[src/rtl/mem_access_unit.sv]
// MEM-stage data-memory access engine: turns one load/store into one or two
// word-aligned req/ready bus transactions with lane steering and load extension.
module mem_access_unit #(
   parameter int ADDR_WIDTH = 32,
   parameter int DATA_WIDTH = 32
) (
   input  logic                  clk,
   input  logic                  rst,
   input  logic [ADDR_WIDTH-1:0] mem_data_mem_addr,
   input  logic [2:0]            mem_data_mem_data_width,
   input  logic                  mem_data_mem_we,
   input  logic                  mem_data_mem_re,
   input  logic [DATA_WIDTH-1:0] mem_data_mem_in,
   input  logic                  pipe_adv,
   output logic                  mem_busy,
   output logic [DATA_WIDTH-1:0] mem_rdata,
   output logic                  mem_rdata_valid,
   output logic                  mem_access_fault,
   output logic                  dmem_req,
   output logic                  dmem_we,
   output logic [ADDR_WIDTH-1:0] dmem_addr,
   output logic [3:0]            dmem_wstrb,
   output logic [DATA_WIDTH-1:0] dmem_wdata,
   input  logic                  dmem_ready,
   input  logic [DATA_WIDTH-1:0] dmem_rdata
);

   typedef enum logic [1:0] {IDLE, BEAT0, BEAT1, DONE} state_t;

   state_t                state;
   logic [ADDR_WIDTH-1:0] addr_q;
   logic [2:0]            code_q;
   logic [DATA_WIDTH-1:0] data_q;
   logic                  we_q;
   logic [DATA_WIDTH-1:0] rdata0_q;

   logic [ADDR_WIDTH-1:0] cur_addr, base0, base1;
   logic [2:0]            cur_code;
   logic [DATA_WIDTH-1:0] cur_data;
   logic [1:0]            off;
   logic [2:0]            hi_shift;
   logic [3:0]            size_mask, strb0, strb1;
   logic                  code_legal, split, req_ok, req_fault;
   logic [DATA_WIDTH-1:0] wdata0, wdata1, raw, load_ext;

   // In IDLE the live request drives the lane logic; afterwards the captured copy does.
   always_comb begin
      cur_addr   = (state == IDLE) ? mem_data_mem_addr       : addr_q;
      cur_code   = (state == IDLE) ? mem_data_mem_data_width : code_q;
      cur_data   = (state == IDLE) ? mem_data_mem_in         : data_q;
      off        = cur_addr[1:0];
      hi_shift   = 3'd4 - {1'b0, off};
      code_legal = 1'b1;
      // NOTE: every signal in this block gets a value on every path, so no latch is inferred.
      case (cur_code)
         3'b000, 3'b100: size_mask = 4'b0001;
         3'b001, 3'b101: size_mask = 4'b0011;
         3'b010:         size_mask = 4'b1111;
         default: begin
            size_mask  = 4'b0000;
            code_legal = 1'b0;
         end
      endcase
      split  = (size_mask == 4'b0011 && off == 2'd3) || (size_mask == 4'b1111 && off != 2'd0);
      base0  = {cur_addr[ADDR_WIDTH-1:2], 2'b00};
      base1  = base0 + ADDR_WIDTH'(4);
      strb0  = size_mask << off;
      strb1  = size_mask >> hi_shift;
      wdata0 = cur_data << {off, 3'b000};
      wdata1 = cur_data >> {hi_shift, 3'b000};

      req_ok    = (mem_data_mem_we ^ mem_data_mem_re) && code_legal;
      req_fault = (mem_data_mem_we && mem_data_mem_re) ||
                  ((mem_data_mem_we || mem_data_mem_re) && !code_legal);

      raw = (state == BEAT1) ? ((rdata0_q >> {off, 3'b000}) | (dmem_rdata << {hi_shift, 3'b000}))
                             : (dmem_rdata >> {off, 3'b000});
      case (code_q)
         3'b000:  load_ext = {{24{raw[7]}}, raw[7:0]};
         3'b001:  load_ext = {{16{raw[15]}}, raw[15:0]};
         3'b100:  load_ext = {24'h0, raw[7:0]};
         3'b101:  load_ext = {16'h0, raw[15:0]};
         default: load_ext = raw;
      endcase

      mem_busy = (state == IDLE && req_ok) || state == BEAT0 || state == BEAT1;
   end

   always_ff @(posedge clk) begin
      if (rst) begin
         state            <= IDLE;
         addr_q           <= '0;
         code_q           <= '0;
         data_q           <= '0;
         we_q             <= 1'b0;
         rdata0_q         <= '0;
         mem_rdata        <= '0;
         mem_rdata_valid  <= 1'b0;
         mem_access_fault <= 1'b0;
         dmem_req         <= 1'b0;
         dmem_we          <= 1'b0;
         dmem_addr        <= '0;
         dmem_wstrb       <= '0;
         dmem_wdata       <= '0;
      end else begin
         // NOTE: all state here uses non-blocking assignment so every register sees pre-edge values.
         case (state)
            IDLE: begin
               if (req_fault) begin
                  mem_access_fault <= 1'b1;
                  mem_rdata_valid  <= 1'b0;
                  state            <= DONE;
               end else if (req_ok) begin
                  addr_q     <= mem_data_mem_addr;
                  code_q     <= mem_data_mem_data_width;
                  data_q     <= mem_data_mem_in;
                  we_q       <= mem_data_mem_we;
                  dmem_req   <= 1'b1;
                  dmem_we    <= mem_data_mem_we;
                  dmem_addr  <= base0;
                  dmem_wstrb <= mem_data_mem_we ? strb0 : 4'b0000;
                  dmem_wdata <= mem_data_mem_we ? wdata0 : '0;
                  state      <= BEAT0;
               end
            end
            BEAT0, BEAT1: begin
               if (dmem_ready) begin
                  if (state == BEAT0 && split) begin
                     rdata0_q   <= dmem_rdata;
                     dmem_addr  <= base1;
                     dmem_wstrb <= we_q ? strb1 : 4'b0000;
                     dmem_wdata <= we_q ? wdata1 : '0;
                     state      <= BEAT1;
                  end else begin
                     dmem_req        <= 1'b0;
                     dmem_we         <= 1'b0;
                     dmem_wstrb      <= 4'b0000;
                     mem_rdata_valid <= !we_q;
                     if (!we_q) mem_rdata <= load_ext;
                     state           <= DONE;
                  end
               end
            end
            DONE: begin
               mem_access_fault <= 1'b0;
               if (pipe_adv) begin
                  mem_rdata_valid <= 1'b0;
                  state           <= IDLE;
               end
            end
            default: state <= IDLE;
         endcase
      end
   end

endmodule
[config.mk]
export PLATFORM = sky130hd
export DESIGN_NAME = mem_access_unit
export DESIGN_NICKNAME = d
export VERILOG_FILES = /design/src/rtl/mem_access_unit.sv
export SDC_FILE = /design/constraint.sdc
export NUM_CORES = 1
export LEC_CHECK = 0
export ABC_AREA = 1
export CORE_UTILIZATION = 28
export CTS_CLUSTER_SIZE = 20
export DETAILED_ROUTE_END_ITERATION = 8
export HOLD_SLACK_MARGIN = 0.05
export PLACE_DENSITY_LB_ADDON = 0.08
export SLEW_MARGIN = 20
export SYNTH_ARGS = -nofsm -noshare
export SYNTH_HDL_FRONTEND = slang
export SYNTH_SLANG_ARGS = --single-unit
[constraint.sdc]
create_clock -name clk -period 3.5 [get_ports clk]
set_input_delay 0.525 -clock clk [delete_from_list [all_inputs] [get_ports clk]]
set_output_delay 0.525 -clock clk [all_outputs]
set_load 0.005 [all_outputs]
==> metrics.md, run 1 <==
| Metric | Value |
|---|---|
| Critical Path AT | `2.76 ns` |
| CP startpoint kind | `flop` |
| Top FF cell, synth | `dfxtp_1` |
| Outcome | `finished clean` |
| Setup Viol. Count Final | `0` |
| Initial antenna violation count | `2` |
| Routed Antenna Nets | `0` |
| Crit-path cells | `inv_1, ha_1, inv_2, nand2_1, nand2_1, nand2_1, nand2_1, nand2_2, o21ai_2, clkdlybuf4s50_1` |
| Largest net degree at the start of global routing | `141` |
| GRT Util Overall | `22.6%` |
| Fin worst setup slack | `0.215 ns` |
| Yosys warnings | `0` |
| CP required | `2.97 ns` |
| Post-synth ARST share | `0%` |
| Chip Width | `212 µm` |
| Vias/cell | `4.91` |
| # hold bufs at CTS | `0` |
| Slew Viols, Final | `0` |
| First-pass GRT wire length | `77.8 mm` |
| Placer Congestion | `0.853` |
| Hold Vio Cnt, Final | `0` |
| Site Rows | `76` |
| Vias in the first global route | `12800` |
| Via count | `13500` |
| Die Area | `45000 µm²` |
| Syn Inst Count | `2012` |
| I/O Buffers | `207` |
| Top cell type's share of synthesized area | `33.1%` |
| Die height | `212 µm` |
| Slew headroom | `51.3%` |
| Sequential-to-total area share from yosys stat | `33.1%` |
| Post-synth EDFFs | `0` |
| GRT Residual Overflow | `0` |
| DR pass1 iterations | `5` |
| CTS Sinks | `204` |
| Worst vdd ir | `0.617 mV` |
| CP Capture Type | `output port` |
| CP bufs+invs | `3` |
| Hpwl dp | `36.8 mm` |
| Area growth from synthesis to layout | `27.6%` |
| Storage cell area | `4080 µm²` |
| Clock latency on the worst-skew pair | `0.55 ns` |
| P_leak | `6.39 nW` |
| Crit path time final | `3.28 ns` |
| Layout cells sized above 1 | `6.89%` |
| Multi-input logic area | `7060 µm²` |
| CP max stage delay | `0.56 ns` |
| IO Pins | `210` |
| CP top delay family | `buffers and inverters` |
| Total CTS buffers | `26` |
| ANT cells | `0` |
| Initial DRC Count | `904` |
| Filler cells | `4770` |
| CORE AREA | `43300 µm²` |
| Clock-pin slew on the worst setup and hold paths | `0.06 ns` |
| Clock buffer depth | `3` |
| DR DRC count | `0` |
| Setup TNS | `0 ns` |
| CP max-delay cell | `clkdlybuf4s50_1` |
| CP Max Fanout | `6` |
| CTS tree | `done` |
| Root buf cell | `clkbuf_16` |
| WL final | `51.1 mm` |
| Initial Util | `28.6%` |
| Cell mode on critical path | `nand2_1` |
| Top post-synthesis cells by count | `nand2_1 (545), nor2_1 (267), o21ai_0 (254)` |
| Placement Setup Slack | `0.371 ns` |
| P per Cell Area | `977 nW/µm²` |
| Largest cells by area after synthesis | `dfxtp_1 (33%), nand2_1 (17%), o21ai_0 (10%)` |
| Library cells used by synthesis | `43` |
| Hold WC Path Type | `input pin to flop` |
| Clk_skew | `0.0131 ns` |
| Synth Cell Area | `12400 µm²` |
| Leading area contributor after synthesis | `dfxtp_1` |
| Flops & latches, synth | `204` |
| H-tree Lvls | `1` |
| Final period utilization | `93.8%` |
| Worst Tran Pin Value | `0.731 ns` |
| RSZ-0062 raised after global routing | `false` |
| Max-cap viol count | `0` |
| WS Path Type | `flop to output port` |
| Postcts setup bufs | `0` |
| Wirelength per Cell | `18.5 µm` |
| Syn avg cell area | `6.14 µm²` |
| Nets | `2273` |
| Achievable clock frequency | `304 MHz` |
| Count leader, synth | `nand2_1` |
==> power by group <==
part	internal, W	switching [W]	leakage, nW	total (W)
clock	0.00171	0.00110	0.435	0.00281
sequential	0.00298	0.000352	1.67	0.00333
combinational	0.00308	0.00617	4.29	0.00925
==> tightest hold or removal path: cells and delay by family <==
kind,cells,cell delay [ns]
AOI/OAI and AO/OA,2,0.13
buffers and inverters,2,0.21
==> timing repair <==
item	in CTS	in global routing
endpoints found under the setup margin	1	1
resized for setup	1	1
pin swaps	0	0
gates cloned	0	0
==> area by class of cell <==
cell class                 instances  share of cell area, %
clock buffer                      36                   4.76
clock inverter                     9                  0.802
inverter                         152                   3.64
multi-input combinational       1528                   44.8
sequential                       204                   25.9
tap                              585                   4.65
timing repair buffer             247                   15.4
==> registers in the layout, indices dropped and copies added, names as in the netlist, 2 cells and up <==
register    flops
state           2
code_q          3
dmem_wstrb      4
data_q         32
dmem_wdata     32
dmem_addr      30
mem_rdata      32
rdata0_q       32
addr_q         32
==> kinds of logic (layout without fill, tap and decap cells) <==
| family | after synthesis | after routing | synth area share (%) |
|---|---|---|---|
| adders and majority gates | 9 | 9 | 0.912 |
| buffers and inverters | 281 | 444 | 9.99 |
| xor gates and xnor gates | 13 | 13 | 0.922 |
| and+or+nand+nor | 999 | 999 | 33.5 |
| DFF | 204 | 204 | 33.1 |
| AOI/OAI and AO/OA | 505 | 505 | 21.6 |
| other | 1 | 2 | 0.0304 |
==> per-layer routing <==
metal / global-route usage (%) / vias to the layer above / wire, µm
met5: 0 / - / 31
met3: 3.18 / 79 / 2290
met2: 37.8 / 333 / 23800
li1: - / 6841 / -
met1: 29.6 / 6290 / 23200
met4: 7.85 / 4 / 1850
==> through the flow <==
stage | util, % | hold slack, ns | cell area [µm²] | total power, W | instances
final | 36.4 | 0.363 | 15800 | 0.0154 | 2761
after detailed placement | 34.4 | 0.439 | 14900 | 0.0126 | 2716
after global routing | 36.4 | 0.387 | 15800 | 0.0167 | 2761
after floorplan | - | 0.424 | 12400 | 0.00933 | 2013
after CTS | 36.4 | 0.350 | 15800 | 0.0156 | 2761
after global placement | 34.4 | 0.435 | 14900 | 0.0126 | 2716
==> worst paths after layout <==
check	from	endpoint	slack (ns)	cells past startpoint
max	state[0]	mem_busy	0.22	10
min	rst	mem_rdata[0]	0.36	4
max reg2reg	state[0]	dmem_wdata[27]	0.50	12
min reg2reg	data_q[19]	data_q[19]	0.44	2
==> cell usage in the layout (no fill, tap or decap), types with 5 or more instances in the layout <==
cell type        netlist  routed
a21oi_1              190     190
a22o_1                 7       7
a31oi_1               11      11
buf_12                 0       5
buf_4                 17      35
clkbuf_1              47       5
clkbuf_16              0      27
clkdlybuf4s50_1        0     206
clkinv_2               0       5
dfxtp_1              204     204
ha_1                   9       8
inv_1                140     139
inv_2                 10      10
nand2_1              545     544
nand2_2               11      12
nand3_1              103     103
nand4_1               11      11
nor2_1               267     267
nor2_2                 9       9
nor3_1                19      19
o211ai_1              14      14
o21ai_0              254     253
o21ai_1                8       7
o221ai_1              10      10
o22ai_1                6       6
or2_2                 18      18
xor2_1                11      11
(Power assumes the default switching activity.)
==> run 2, diff against run 1 <==
--- a/config.mk
+++ b/config.mk
@@ -6,6 +6,7 @@
 export NUM_CORES = 1
 export LEC_CHECK = 0
 export ABC_AREA = 1
+export CAP_MARGIN = 20
 export CORE_UTILIZATION = 28
 export CTS_CLUSTER_SIZE = 20
 export DETAILED_ROUTE_END_ITERATION = 8
==> results of run 2 <==
Final layout, timing and power as in run 1 (identical DEF).
